$ cat config.mk
export PLATFORM = sky130hd
export DESIGN_NAME = rgmii_tx_framer
export DESIGN_NICKNAME = d
export VERILOG_FILES = /design/src/rtl/rgmii_tx_framer.sv
export SDC_FILE = /design/constraint.sdc
export NUM_CORES = 1
export LEC_CHECK = 0
export CORE_AREA = 4 4 104 106
export DETAILED_ROUTE_END_ITERATION = 7
export DIE_AREA = 0 0 108 110
export PLACE_DENSITY = 0.67
export SYNTH_ARGS = -nofsm -noshare
export SYNTH_HDL_FRONTEND = slang
export SYNTH_SLANG_ARGS = --single-unit
export TNS_END_PERCENT = 100
$ cat constraint.sdc
create_clock -name SCLK -period 5.1 [get_ports SCLK]
set_clock_uncertainty 0.05 [all_clocks]
set_input_delay 1.02 -clock SCLK [delete_from_list [all_inputs] [get_ports SCLK]]
set_output_delay 1.02 -clock SCLK [all_outputs]
set_load 0.05 [all_outputs]
$ cat src/rtl/rgmii_tx_framer.sv
// Ethernet MAC transmit framer: preamble/SFD, zero pad, CRC-32 FCS and IFG,
// driving registered rising/falling nibble pairs into the RGMII ODDR stage.
module rgmii_tx_framer #(
  parameter int PREAMBLE_LEN = 7,
  parameter int MIN_PAYLOAD  = 60,
  parameter int IFG_BYTES    = 12
) (
  input  logic       SCLK,
  input  logic       RSTN,
  input  logic [7:0] S_DATA,
  input  logic       S_VALID,
  input  logic       S_LAST,
  output logic       S_READY,
  output logic [3:0] TXD_D0,
  output logic [3:0] TXD_D1,
  output logic       TXCTL_D0,
  output logic       TXCTL_D1,
  output logic       TX_BUSY,
  output logic       TX_UNDERFLOW,
  output logic [2:0] DBG_STATE
);
  // Handshake: a byte moves on a rising SCLK edge where S_VALID && S_READY.
  // S_READY is combinational (high in DATA and DISCARD only) and never depends
  // on S_VALID; a source that drops S_VALID mid-frame in DATA causes an underflow.
  typedef enum logic [2:0] {
    ST_IDLE, ST_PRE, ST_SFD, ST_DATA, ST_PAD, ST_FCS, ST_DISCARD, ST_IFG
  } state_t;

  localparam int PHW = 8;

  state_t         state, state_nx;
  logic [PHW-1:0] phase;
  logic [6:0]     cnt, cnt_inc;
  logic [31:0]    crc, fcs_word;
  logic           xfer;
  logic [7:0]     byte_nx;
  logic           en_nx, er_nx, uf_nx;

  // Reflected CRC-32, one byte per call, LSB of the data first.
  function automatic logic [31:0] crc32_byte(input logic [31:0] c, input logic [7:0] d);
    logic [31:0] r;
    r = c ^ {24'h0, d};
    for (int i = 0; i < 8; i++)
      r = r[0] ? ((r >> 1) ^ 32'hEDB8_8320) : (r >> 1);
    return r;
  endfunction

  assign S_READY   = (state == ST_DATA) || (state == ST_DISCARD);
  assign xfer      = S_VALID && S_READY;
  assign cnt_inc   = (cnt == 7'(MIN_PAYLOAD)) ? cnt : cnt + 7'd1;
  assign fcs_word  = ~crc;
  assign DBG_STATE = state;

  always_ff @(posedge SCLK) begin
    if (!RSTN) state <= ST_IDLE;
    else       state <= state_nx;
  end

  always_comb begin
    state_nx = state;
    case (state)
      ST_IDLE:    if (S_VALID) state_nx = ST_PRE;
      ST_PRE:     if (phase == PHW'(PREAMBLE_LEN - 1)) state_nx = ST_SFD;
      ST_SFD:     state_nx = ST_DATA;
      ST_DATA: begin
        if (!S_VALID)   state_nx = ST_DISCARD;
        else if (S_LAST) state_nx = (cnt_inc < 7'(MIN_PAYLOAD)) ? ST_PAD : ST_FCS;
      end
      ST_PAD:     if (cnt_inc == 7'(MIN_PAYLOAD)) state_nx = ST_FCS;
      ST_FCS:     if (phase == PHW'(3)) state_nx = ST_IFG;
      ST_DISCARD: if (xfer && S_LAST) state_nx = ST_IFG;
      ST_IFG: begin
        // Going straight to PRE keeps the gap at exactly IFG_BYTES idle bytes.
        if (phase == PHW'(IFG_BYTES - 1)) state_nx = S_VALID ? ST_PRE : ST_IDLE;
      end
      default:    state_nx = ST_IDLE;
    endcase
  end

  always_comb begin
    byte_nx = 8'h00;
    en_nx   = 1'b0;
    er_nx   = 1'b0;
    uf_nx   = 1'b0;
    case (state)
      ST_PRE: begin byte_nx = 8'h55; en_nx = 1'b1; end
      ST_SFD: begin byte_nx = 8'hD5; en_nx = 1'b1; end
      ST_DATA: begin
        en_nx = 1'b1;
        if (S_VALID) byte_nx = S_DATA;
        else begin er_nx = 1'b1; uf_nx = 1'b1; end
      end
      ST_PAD: en_nx = 1'b1;
      ST_FCS: begin
        en_nx = 1'b1;
        case (phase[1:0])
          2'd0:    byte_nx = fcs_word[7:0];
          2'd1:    byte_nx = fcs_word[15:8];
          2'd2:    byte_nx = fcs_word[23:16];
          default: byte_nx = fcs_word[31:24];
        endcase
      end
      default: ;
    endcase
  end

  always_ff @(posedge SCLK) begin
    if (!RSTN) begin
      phase <= '0;
      cnt   <= '0;
      crc   <= 32'hFFFF_FFFF;
    end else begin
      phase <= (state_nx != state) ? '0 : phase + PHW'(1);
      case (state)
        ST_SFD: begin cnt <= '0; crc <= 32'hFFFF_FFFF; end
        ST_DATA: if (xfer) begin cnt <= cnt_inc; crc <= crc32_byte(crc, S_DATA); end
        ST_PAD: begin cnt <= cnt_inc; crc <= crc32_byte(crc, 8'h00); end
        default: ;
      endcase
    end
  end

  always_ff @(posedge SCLK) begin
    if (!RSTN) begin
      TXD_D0       <= '0;
      TXD_D1       <= '0;
      TXCTL_D0     <= 1'b0;
      TXCTL_D1     <= 1'b0;
      TX_BUSY      <= 1'b0;
      TX_UNDERFLOW <= 1'b0;
    end else begin
      TXD_D0       <= byte_nx[3:0];
      TXD_D1       <= byte_nx[7:4];
      TXCTL_D0     <= en_nx;
      TXCTL_D1     <= en_nx ^ er_nx;
      TX_BUSY      <= (state != ST_IDLE);
      TX_UNDERFLOW <= uf_nx;
    end
  end
endmodule

==> results.yml <==
grt:
  gr-total-overflow: 0
  grt_max_degree: 33
  antenna_found_initial: 0
  grt_pass1_vias: 4210
  track_usage_pct: 24.62
  grt_pass1_wl_um: 22670
routing:
  avgRoutedWirePerCell_um: 19.73
  vias: 4357
  drtAntennaViolNets: 0
  first_iter_violations: 365
  first_pass_iters: 4
  routed_wirelength_um: 14190
  vias_per_cell: 6.060
  drc: 0
floorplanning:
  start_util_pct: 49.51
  rows: 36
  die_x_um: 108
  die_y_um: 110
  io_pins: 28
  die_area_um2: 11880
  core-area_um2: 9774
final_layout:
  layout_commonest_cell: "xnor2_1"
  n_fill_cell: 951
  stdcell_count: 719
  fin_nets: 602
  drive_above_1_share_pct: 7.509
  antenna_cells: 0
  area_growth_pct: 9.333
  final_cell_mix: "xnor2_1 (84), dfxtp_1 (62), nand2_1 (49)"
worst_hold_path:
  min_path_type: "register to register"
  worstHoldPathCells: 2
  min_to: "crc[8]"
  hold_start: "crc[8]"
pwr:
  finalPower_mw: 2.975
  p_per_area_nw_per_um2: 562.2
  leakage_nw: 1.857
  peakVddDrop_mv: 0.2666
cts:
  cts_buffer_depth: 2
  cts-root-buf: "clkbuf_8"
  cts_hold_buf: 0
  clock_latency_ps: 340
  clk_pin_slew_ps: 70
  cts_buffers: 9
  cts_sinks: 62
  cts_setup_buffers: 0
  htreeDepth: 3
  cts_tree: "built"
  cts_resized: 0
synth:
  ys_seq_area_share_pct: 25.65
  syn_nets: 601
  synthCells: 580
  syn_avg_cell_area_um2: 8.344
  synth_cell_types: 64
  yosys_warnings: 0
  synth-seq-cells: 62
  synth_edf_count: 0
  synth-async-reset-ratio_pct: 0
  syn_area_um2: 4840
  synth_flop_cell: "dfxtp_1"
setup_path:
  critPathLaunch: "DBG_STATE[0]"
  critPathArrivalTime_ps: 2330
  cp_data_required_time_ps: 4030
  r2r_end: "phase[7]"
  crit_slowest_cell: "clkdlybuf4s50_1"
  crit_chain: "nand2b_1 > a21oi_1 > clkdlybuf4s50_1"
  r2r_slack_ps: 1890
  worstSetupStartpointType: "register"
  crit_path_max_incr_delay_ps: 820
  path_class: "register to output port"
  crit_path_end_kind: "output port"
  critPathMaxFanout: 17
  r2r-start: "DBG_STATE[2]"
  rr_worst_depth: 8
placement:
  gp_congestion: 0.9180
  place_inst: 703
  dpl.hpwl_um: 9899
  io_buffers: 27
sta:
  clock.fmax_mhz: 293.8
  fin_tns_setup_ps: 0
  finalSetupViolCount: 0
  tightest_slew_ps: 1112
  fin_crit_ps: 3403
  slew_violations: 0
  min_period_over_period_pct: 66.73
  rsz0062_at_grt: "false"
  relSlewSlack_pct: 25.66
  hold_viol: 0
  hold_ws_ps: 463.7
outcome:
  status: "finished, final reports clean"
flow_run:
  maxCapViolCount: 0
layer usage:
layer,vias up,wire (um),track usage (%)
li1,2042,-,-
met1,2106,5946,31.31
met2,187,6770,41.79
met3,22,1067,4.310
met4,0,400,9.468
met5,-,0,0
registers in the layout, summed over array words and instances (netlist names):
signal and cells:
TXCTL_D0 1, crc 32, TXCTL_D1 1, cnt 7, DBG_STATE 3, TXD_D1 4, TXD_D0 4, TX_BUSY 1
TX_UNDERFLOW 1, phase 8
area by class of cell:
| class | count | area, um2 | area share, % |
|---|---|---|---|
| multi-input cells | 460 | 3341 | 63.14 |
| clock inverters | 4 | 22.52 | 0.4256 |
| flip-flops and latches | 62 | 1241 | 23.46 |
| well taps | 133 | 166.4 | 3.145 |
| repair buffers | 34 | 322.8 | 6.101 |
| clock buffers | 12 | 145.1 | 2.743 |
| inverters | 14 | 52.55 | 0.9931 |
Yosys cell counts (5+ instances only):
cell / count / area (um2)
xnor2_1: 84 / 735.7
nor2b_1: 6 / 37.54
a221oi_1: 8 / 70.07
o22ai_1: 8 / 50.05
xor2_1: 32 / 280.3
a31oi_1: 5 / 31.28
nand3_1: 15 / 75.07
o21ai_0: 37 / 185.2
xnor2_2: 5 / 81.33
o211ai_1: 9 / 67.56
buf_2: 8 / 40.04
nor3_1: 12 / 60.06
a21boi_0: 7 / 52.55
nor2_1: 48 / 180.2
nand2_1: 49 / 183.9
a21oi_1: 24 / 120.1
dfxtp_1: 62 / 1241
a211oi_1: 10 / 75.07
nand2b_1: 9 / 56.30
inv_1: 14 / 52.55
clkbuf_1: 26 / 97.59
ha_1: 9 / 112.6
o221ai_1: 13 / 113.9
worst max-delay path by stage:
stage                           to  slack [ps]  cells after the start
after floorplan            S_READY        1890                      4
after global placement     crc[26]        1550                      7
after detailed placement   crc[23]        1510                      7
after CTS                  S_READY        1690                      3
after global routing      phase[6]        1490                      8
final                      S_READY        1700                      3
through the flow:
stage / worst slack, ps / cell area [um2] / utilization (%)
after floorplan: 1887 / 4840 / -
after global placement: 1547 / 5124 / 52.42
after detailed placement: 1506 / 5124 / 52.42
after CTS: 1685 / 5291 / 54.13
after global routing: 1493 / 5291 / 54.13
final: 1697 / 5291 / 54.13
cells by family after synthesis:
family                     share of synthesized area [%]
adders and majority gates                          2.327
muxes                                             0.4137
xor gates and xnor gates                           28.23
AOI/OAI and AO/OA                                  22.05
and+or+nand+nor                                    16.00
buffers and inverters                              5.326
DFF                                                25.65
power breakdown:
group | leakage, nW | internal (mW) | switching (mW)
clock | 0.0861 | 0.188 | 0.201
combinational | 1.27 | 0.804 | 1.05
sequential | 0.504 | 0.566 | 0.164
total | 1.86 | 1.56 | 1.42
critical path: cells and delay by family (launching register included):
| kind | cells | cell delay (ps) |
|---|---|---|
| and+or+nand+nor | 1 | 300 |
| AOI/OAI and AO/OA | 1 | 190 |
| DFF | 1 | 680 |
| buffers and inverters | 1 | 820 |
No activity file was read; power rests on OpenSTA's default activity.
